**src/rtl/pcpi_serial_bridge.sv**
```systemverilog
// Serial PCPI front-end: gathers SEG_W-bit instruction segments into a WORD_W-bit PCPI request and streams the result back.
// Latency: pcpi_valid rises 1 cycle after the last segment handshake; the first result beat is valid 1 cycle after pcpi_ready.
// Backpressure: seg_ready is high only while loading; result beats are held stable until rd_ready; the PCPI request is held until pcpi_ready or timeout.
module pcpi_serial_bridge #(
   parameter int SEG_W   = 4,
   parameter int WORD_W  = 32,
   parameter int TIMEOUT = 16
) (
   input  logic              clk,
   input  logic              rst_n,
   input  logic              seg_valid,
   input  logic [SEG_W-1:0]  seg_data,
   output logic              seg_ready,
   output logic              pcpi_valid,
   output logic [WORD_W-1:0] pcpi_insn,
   input  logic              pcpi_ready,
   input  logic              pcpi_wr,
   input  logic              pcpi_wait,
   input  logic [WORD_W-1:0] pcpi_rd,
   output logic              rd_valid,
   output logic [SEG_W-1:0]  rd_data,
   input  logic              rd_ready,
   output logic              busy,
   output logic              err_timeout
);

   // Number of segments per word and the counter widths that index them.
   localparam int NSEG = WORD_W / SEG_W;
   localparam int CW   = (NSEG > 1) ? $clog2(NSEG) : 1;
   localparam int TW   = (TIMEOUT > 0) ? $clog2(TIMEOUT + 1) : 1;

   localparam logic [CW-1:0] SEG_LAST  = CW'(NSEG - 1);
   localparam logic [TW-1:0] TO_LAST   = TW'(TIMEOUT - 1);

   typedef enum logic [1:0] {
      LOAD  = 2'd0,
      ISSUE = 2'd1,
      DRAIN = 2'd2
   } state_t;

   state_t             state;
   state_t             state_nxt;

   logic [CW-1:0]      seg_cnt;
   logic [CW-1:0]      beat_cnt;
   logic [TW-1:0]      to_cnt;
   logic [WORD_W-1:0]  shreg;

   // Per-cycle control strobes produced by the next-state logic.
   logic               seg_xfer;
   logic               last_seg;
   logic               capture;
   logic               to_clear;
   logic               to_inc;
   logic               to_hit;
   logic               beat_xfer;
   logic               last_beat;

   // Handshake and status outputs decode directly from the registered state,
   // so pcpi_valid/rd_valid are glitch-free and change one cycle after the
   // event that moves the FSM.
   assign seg_ready  = (state == LOAD) && rst_n;
   assign pcpi_valid = (state == ISSUE);
   assign rd_valid   = (state == DRAIN);
   assign busy       = (state == ISSUE) || (state == DRAIN);
   assign rd_data    = shreg[SEG_W-1:0];

   // State register; reset is synchronous and discards any partial word.
   always_ff @(posedge clk) begin
      if (!rst_n) begin
         state <= LOAD;
      end else begin
         state <= state_nxt;
      end
   end

   // Next-state decode and control strobes for the load/issue/drain sequence.
   always_comb begin
      state_nxt = state;
      seg_xfer  = 1'b0;
      last_seg  = 1'b0;
      capture   = 1'b0;
      to_clear  = 1'b0;
      to_inc    = 1'b0;
      to_hit    = 1'b0;
      beat_xfer = 1'b0;
      last_beat = 1'b0;
      case (state)
         LOAD: begin
            seg_xfer = seg_valid && seg_ready;
            if (seg_xfer && (seg_cnt == SEG_LAST)) begin
               last_seg  = 1'b1;
               state_nxt = ISSUE;
            end
         end
         ISSUE: begin
            // Completion has priority over a timeout landing in the same cycle.
            if (pcpi_ready) begin
               if (pcpi_wr) begin
                  capture   = 1'b1;
                  state_nxt = DRAIN;
               end else begin
                  state_nxt = LOAD;
               end
            end else if (pcpi_wait) begin
               to_clear = 1'b1;
            end else if (to_cnt == TO_LAST) begin
               to_hit    = 1'b1;
               state_nxt = LOAD;
            end else begin
               to_inc = 1'b1;
            end
         end
         DRAIN: begin
            if (rd_ready) begin
               beat_xfer = 1'b1;
               if (beat_cnt == SEG_LAST) begin
                  last_beat = 1'b1;
                  state_nxt = LOAD;
               end
            end
         end
         default: begin
            state_nxt = LOAD;
         end
      endcase
   end

   // Segment index: advances per accepted segment, wraps after the last one.
   always_ff @(posedge clk) begin
      if (!rst_n) begin
         seg_cnt <= '0;
      end else if (seg_xfer) begin
         seg_cnt <= last_seg ? '0 : seg_cnt + CW'(1);
      end
   end

   // Instruction assembly: each segment lands in its own slice, LSB first;
   // the word is left untouched outside LOAD so it stays stable during issue.
   always_ff @(posedge clk) begin
      if (!rst_n) begin
         pcpi_insn <= '0;
      end else if (seg_xfer) begin
         for (int i = 0; i < NSEG; i++) begin
            if (seg_cnt == CW'(i)) begin
               pcpi_insn[i*SEG_W +: SEG_W] <= seg_data;
            end
         end
      end
   end

   // Timeout counter: counts idle issue cycles, restarts on wait and on exit.
   always_ff @(posedge clk) begin
      if (!rst_n) begin
         to_cnt <= '0;
      end else if (to_clear || (state_nxt != ISSUE)) begin
         to_cnt <= '0;
      end else if (to_inc) begin
         to_cnt <= to_cnt + TW'(1);
      end
   end

   // Sticky timeout flag: set on abort, cleared when the next word starts.
   always_ff @(posedge clk) begin
      if (!rst_n) begin
         err_timeout <= 1'b0;
      end else if (to_hit) begin
         err_timeout <= 1'b1;
      end else if (seg_xfer && (seg_cnt == '0)) begin
         err_timeout <= 1'b0;
      end
   end

   // Result shift register: loaded from pcpi_rd, shifted right per accepted beat.
   always_ff @(posedge clk) begin
      if (!rst_n) begin
         shreg <= '0;
      end else if (capture) begin
         shreg <= pcpi_rd;
      end else if (beat_xfer) begin
         shreg <= {{SEG_W{1'b0}}, shreg[WORD_W-1:SEG_W]};
      end
   end

   // Beat index: counts accepted result beats, wraps after the last one.
   always_ff @(posedge clk) begin
      if (!rst_n) begin
         beat_cnt <= '0;
      end else if (beat_xfer) begin
         beat_cnt <= last_beat ? '0 : beat_cnt + CW'(1);
      end
   end

endmodule

```
**config.mk**
```make
export PLATFORM = sky130hd
export DESIGN_NAME = pcpi_serial_bridge
export DESIGN_NICKNAME = d
export VERILOG_FILES = /design/src/rtl/pcpi_serial_bridge.sv
export SDC_FILE = /design/constraint.sdc
export NUM_CORES = 1
export LEC_CHECK = 0
export ABC_AREA = 1
export CORE_MARGIN = 2
export CORE_UTILIZATION = 35
export CTS_CLUSTER_SIZE = 14
export DETAILED_ROUTE_END_ITERATION = 10
export REMOVE_ABC_BUFFERS = 1
export SLEW_MARGIN = 20
export SYNTH_ARGS = -nofsm -noshare
export SYNTH_HDL_FRONTEND = slang
export SYNTH_SLANG_ARGS = --single-unit
```
**constraint.sdc**
```tcl
create_clock -name clk -period 2.06 [get_ports clk]
set_input_delay 0.309 -clock clk [delete_from_list [all_inputs] [get_ports clk]]
set_output_delay 0.309 -clock clk [all_outputs]
set_load 0.005 [all_outputs]
```
* Yosys cells after proc, flatten, opt, wreduce, memory -nomap -nowiden
Cells that the tools add are included.
** Storage, ports and cells
- Flip-flop bits (word level) :: 78
- Latch bits :: 0
- Memory bits (writable) :: 0
- ROM bits :: 0
- Bits of input ports :: 43
- Output and inout port bits :: 41
- Word-level logic and storage cells :: 85
- Memories kept :: 0
** Cells by class
- Add/sub/neg operators :: 3
- Multiply operators :: 0
- Divide/modulo/power cells :: 0
- $lt $le $gt $ge :: 0
- Equal/unequal tests :: 12
- Shift operators :: 0
- Mux-type cells :: 36
- Bitwise operators :: 1
- Reductions and logical operators :: 19
** Operators by type and width (count)
- $mux 32 :: 2
- $mux 1 :: 24
- $reduce_and 2->1 :: 8
- $eq 3x3->1 const B :: 5
- $mux 2 :: 7
- $add 3x1->3 const B :: 2
- $eq 3x2->1 const B :: 2
- $mux 3 :: 2
- $pmux 2 s3 :: 1
- $add 5x1->5 const B :: 1
- $eq 5x4->1 const B :: 1
- $logic_and 1x1->1 :: 4
- $reduce_bool 2->1 :: 2
- $eq 3x1->1 const B :: 1
- $logic_not 3->1 :: 1
- $eq 2x1->1 const B :: 1
- $eq 2x2->1 const B :: 1
- $logic_not 2->1 :: 1
- $logic_or 1x1->1 :: 2
- $ne 2x1->1 const B :: 1
- $reduce_or 2->1 :: 1
- $not 1->1 :: 1

* Logic depth before layout (Yosys ltp)
- Word-level depth :: 9
- Gate-level depth with buffers :: 13
- Depth with buffers taken out :: 12

* Worst setup path before layout
No wires, ideal clock.
- Path kind :: register to register
- Start point :: register to_cnt[0]
- End point :: register to_cnt[4]
- Library setup time :: 0.064 ns
- Arrival :: 1.468 ns
- Slack :: 0.528 ns
- Stages on the path, launching flop included :: 9
- Cells stage by stage :: dfxtp_1 ha_1 and3_1 ha_1 nor3_4 inv_1 o21ai_1 inv_1 nor2_1
** Between the ends
- Longest elaborated chain between the ends :: 8
- Elaborated cells between the ends (all ways) :: 13
- Those cells by class :: 1 x add/sub; 2 x eq/ne; 8 x mux; 2 x reduce/logical
** Ends and longest elaborated chain
- start, declared :: line 46 : logic [TW-1:0] to_cnt;
- start signal, assigned :: line 159 : to_cnt <= to_cnt + TW'(1);
- $eq 5x4->1 :: line 107 : end else if (to_cnt == TO_LAST) begin
- $mux 2 :: line 107
- $mux 2 :: line 105 : end else if (pcpi_wait) begin
- $mux 2 :: line 98 : if (pcpi_ready) begin
- $pmux 2 s3 :: line 88 : case (state)
- $ne 2x1->1 :: line 156 : end else if (to_clear || (state_nxt != ISSUE)) begin
- $logic_or 1x1->1 :: line 156
- $reduce_or 2->1 (no source line)
Parallel ways exist; a longest one is shown, timed or not.
A chain may end at the register's enable or synchronous reset.

* Worst setup path after layout
- Start point :: register state[1]
- End point :: output port pcpi_valid
** Between the ends
- Longest elaborated chain between the ends :: 1
** Ends and longest elaborated chain
- start, declared :: line 41 : state_t state;
- start signal, assigned :: line 73 : state <= state_nxt;
- $eq 2x1->1 :: line 63 : assign pcpi_valid = (state == ISSUE);
- end, declared :: line 14 : output logic pcpi_valid,
No other way between the ends.

==> metrics.yaml <==
period_share: 0.973
start_util: 0.360
skew_ps: 10.3
setup_slack_ps: 54.9
design_area_um2: 4640
switching_share: 0.241
regArea_um2: 1560
avgSynthCellArea_um2: 7.44
use_met2: 0.252
r2r_start: "to_cnt[0]$_SDFFE_PP0P_"
grt_use_met1: 0.198
multi_input_comb_area_um2: 1660
busiest_layer: "met2"
p_switching_w: 0.000682
hold_viol_final: 0
rsz0062_at_grt: "true"
drtAntennaViolNets: 0
drc: 0
antenna_found_initial: 0
drtPass1Iterations: 4
cts_hold_buffers: 0
cp.required_ps: 1750
crit_path_start: "state[1]$_SDFF_PN0_"
syn_inst: 473
cts-root-buf: "clkbuf_8"
total_power_w: 0.00283
finalSetupViolations: 0
die_width_um: 104
nets: 600
cp-start-kind: "register"
cts-buffers-inserted: 9
drive_gt1_frac: 0.0894
syn_to_final_growth_pct: 31.9
clock_sinks: 78
fin_crit_ps: 2010
postCtsSetupRepairBufs: 0
path_buf_inv: 2
critPathTopFamily: "buffers and inverters"
place_ws_ps: 154
crit_chain: "inv_1 -> ha_2 -> clkdlybuf4s50_1"
ys_warn_count: 0
mostFrequentLayoutCell: "nand2_1"
grt_pass1_wl_mm: 14.1
synth_seq_cells: 78
diodes: 0
comb_power_share: 0.082
clk_latency_ps: 340
io_buffers: 83
grt_max_degree: 57
power.density_nw_per_um2: 611
hold_path_class: "register to register"
place_area_um2: 4450
slew_headroom: 0.709
layout_common_cells: "106 x nand2_1, 83 x clkdlybuf4s50_1, 77 x nor2_1, 77 x dfxtp_1, 36 x a21oi_1"
place_congestion: 0.793
clock_path_buffers: 2
crit_path_top_delay_cell: "clkdlybuf4s50_1"
die_h_um: 104
netlist-cell-type-count: 32
p_leak_nw: 1.91
async_flop_share: 0
drt-initial-drc-count: 88
crit_path_end_kind: "primary output"
irDropWorstVdd_mv: 0.325
whs_ps: 465
clkPwrFrac: 0.375
fmax_mhz: 499
intPower_w: 0.00215
rows: 36
worst_pin_slew_ps: 435
arrival_ps: 1700
gr-usage-all-layers: 0.156
cts_resized: 2
synth_ff_type: "dfxtp_1"
hold_path_startpoint: "shreg[7]$_SDFFE_PN0P_"
path_class: "register to primary output"
ys_seq_area_frac: 0.444
vias_per_cell: 4.59
worst_path_largest_cell_delay_ps: 570
die_area_um2: 10900
drv_cap: 0
cp_max_fo: 9
num_io_pins: 84
grtUsageMet3: 0.0470
cts_tree: "done"
clk_pin_slew_worst_paths_ps: 70
syn_area_um2: 3520
pwr-share-seq: 0.542
nFillCells: 966
status: "completed"
dp_hpwl_mm: 5.90
synth_edf_count: 0
core_area_um2: 9770
route.detailed.wl_per_inst_um: 12.2
setup_tns_ps: 0
overflow: 0
vias: 3124
ctsHtreeMaxLevel: 3
grt_pass1_vias: 2988
drt-total-wl_mm: 8.30
slew_violations: 0
==> final cells by class <==
| cell class | count | area share |
|---|---|---|
| tap | 133 | 0.0358 |
| clock buffer | 11 | 0.0326 |
| clock inverter | 5 | 0.00728 |
| timing repair buffer | 89 | 0.199 |
| inverter | 33 | 0.0299 |
| multi-input combinational | 332 | 0.358 |
| sequential | 78 | 0.337 |
==> layer usage <==
metal	wire length, um	up-vias
li1	-	1657
met1	3900	1378
met2	3750	82
met3	571	7
met4	84	0
met5	0	-
==> worst paths after layout <==
path                             to  slack, ps  cells after the start
max                      pcpi_valid         50                      3
min           shreg[7]$_SDFFE_PN0P_        460                      2
max reg2reg  to_cnt[0]$_SDFFE_PP0P_        370                     12
min reg2reg   shreg[7]$_SDFFE_PN0P_        460                      2
==> tightest hold or removal path: stages (launching register included) <==
cell     delay (ps)
dfxtp_1         310
nand2_1          60
a21oi_1          50
==> per-stage QoR <==
stage          instances  utilization
2_1_floorplan        443            -
3_3_place_gp         665        0.455
3_5_place_dp         665        0.455
4_1_cts              681        0.475
5_1_grt              681        0.475
6_report             681        0.475
==> sequential cells by signal, indices dropped and copies added, names as in the netlist <==
register and flops:
pcpi_insn 32, shreg 32, to_cnt 5, beat_cnt 3, seg_cnt 3, state 2, err_timeout 1
==> Yosys cell counts, types with 5 or more instances <==
master | number | area, um2
inv_1 | 24 | 90.1
nand2_1 | 106 | 398
buf_4 | 8 | 60.1
clkbuf_1 | 8 | 30.0
nand3_1 | 5 | 25.0
ha_1 | 14 | 175
buf_2 | 8 | 40.0
a21oi_1 | 36 | 180
nor3_4 | 5 | 81.3
o21ai_0 | 35 | 175
o21ai_1 | 29 | 145
dfxtp_1 | 78 | 1560
inv_2 | 7 | 26.3
nor2_1 | 77 | 289
==> cells by family after synthesis <==
kind of cell,count (synthesis),synth area share
adder cells (fa/ha/maj),14,0.0498
flip-flops,78,0.444
AND/OR/NAND/NOR,209,0.260
buffers and inverters,63,0.0853
AO/OA/AOI/OAI,106,0.154
XOR/XNOR,3,0.00747
==> power by group through the flow <==
stage	registers, W	clock network, W	logic, W
floorplan	0.00157	0	0.0000706
global placement	0.00157	0	0.000232
detailed placement	0.00157	0	0.000234
CTS	0.00154	0.00111	0.000236
global route	0.00154	0.00117	0.000255
finish	0.00154	0.00106	0.000233
Power figures use the tool's default switching activity.
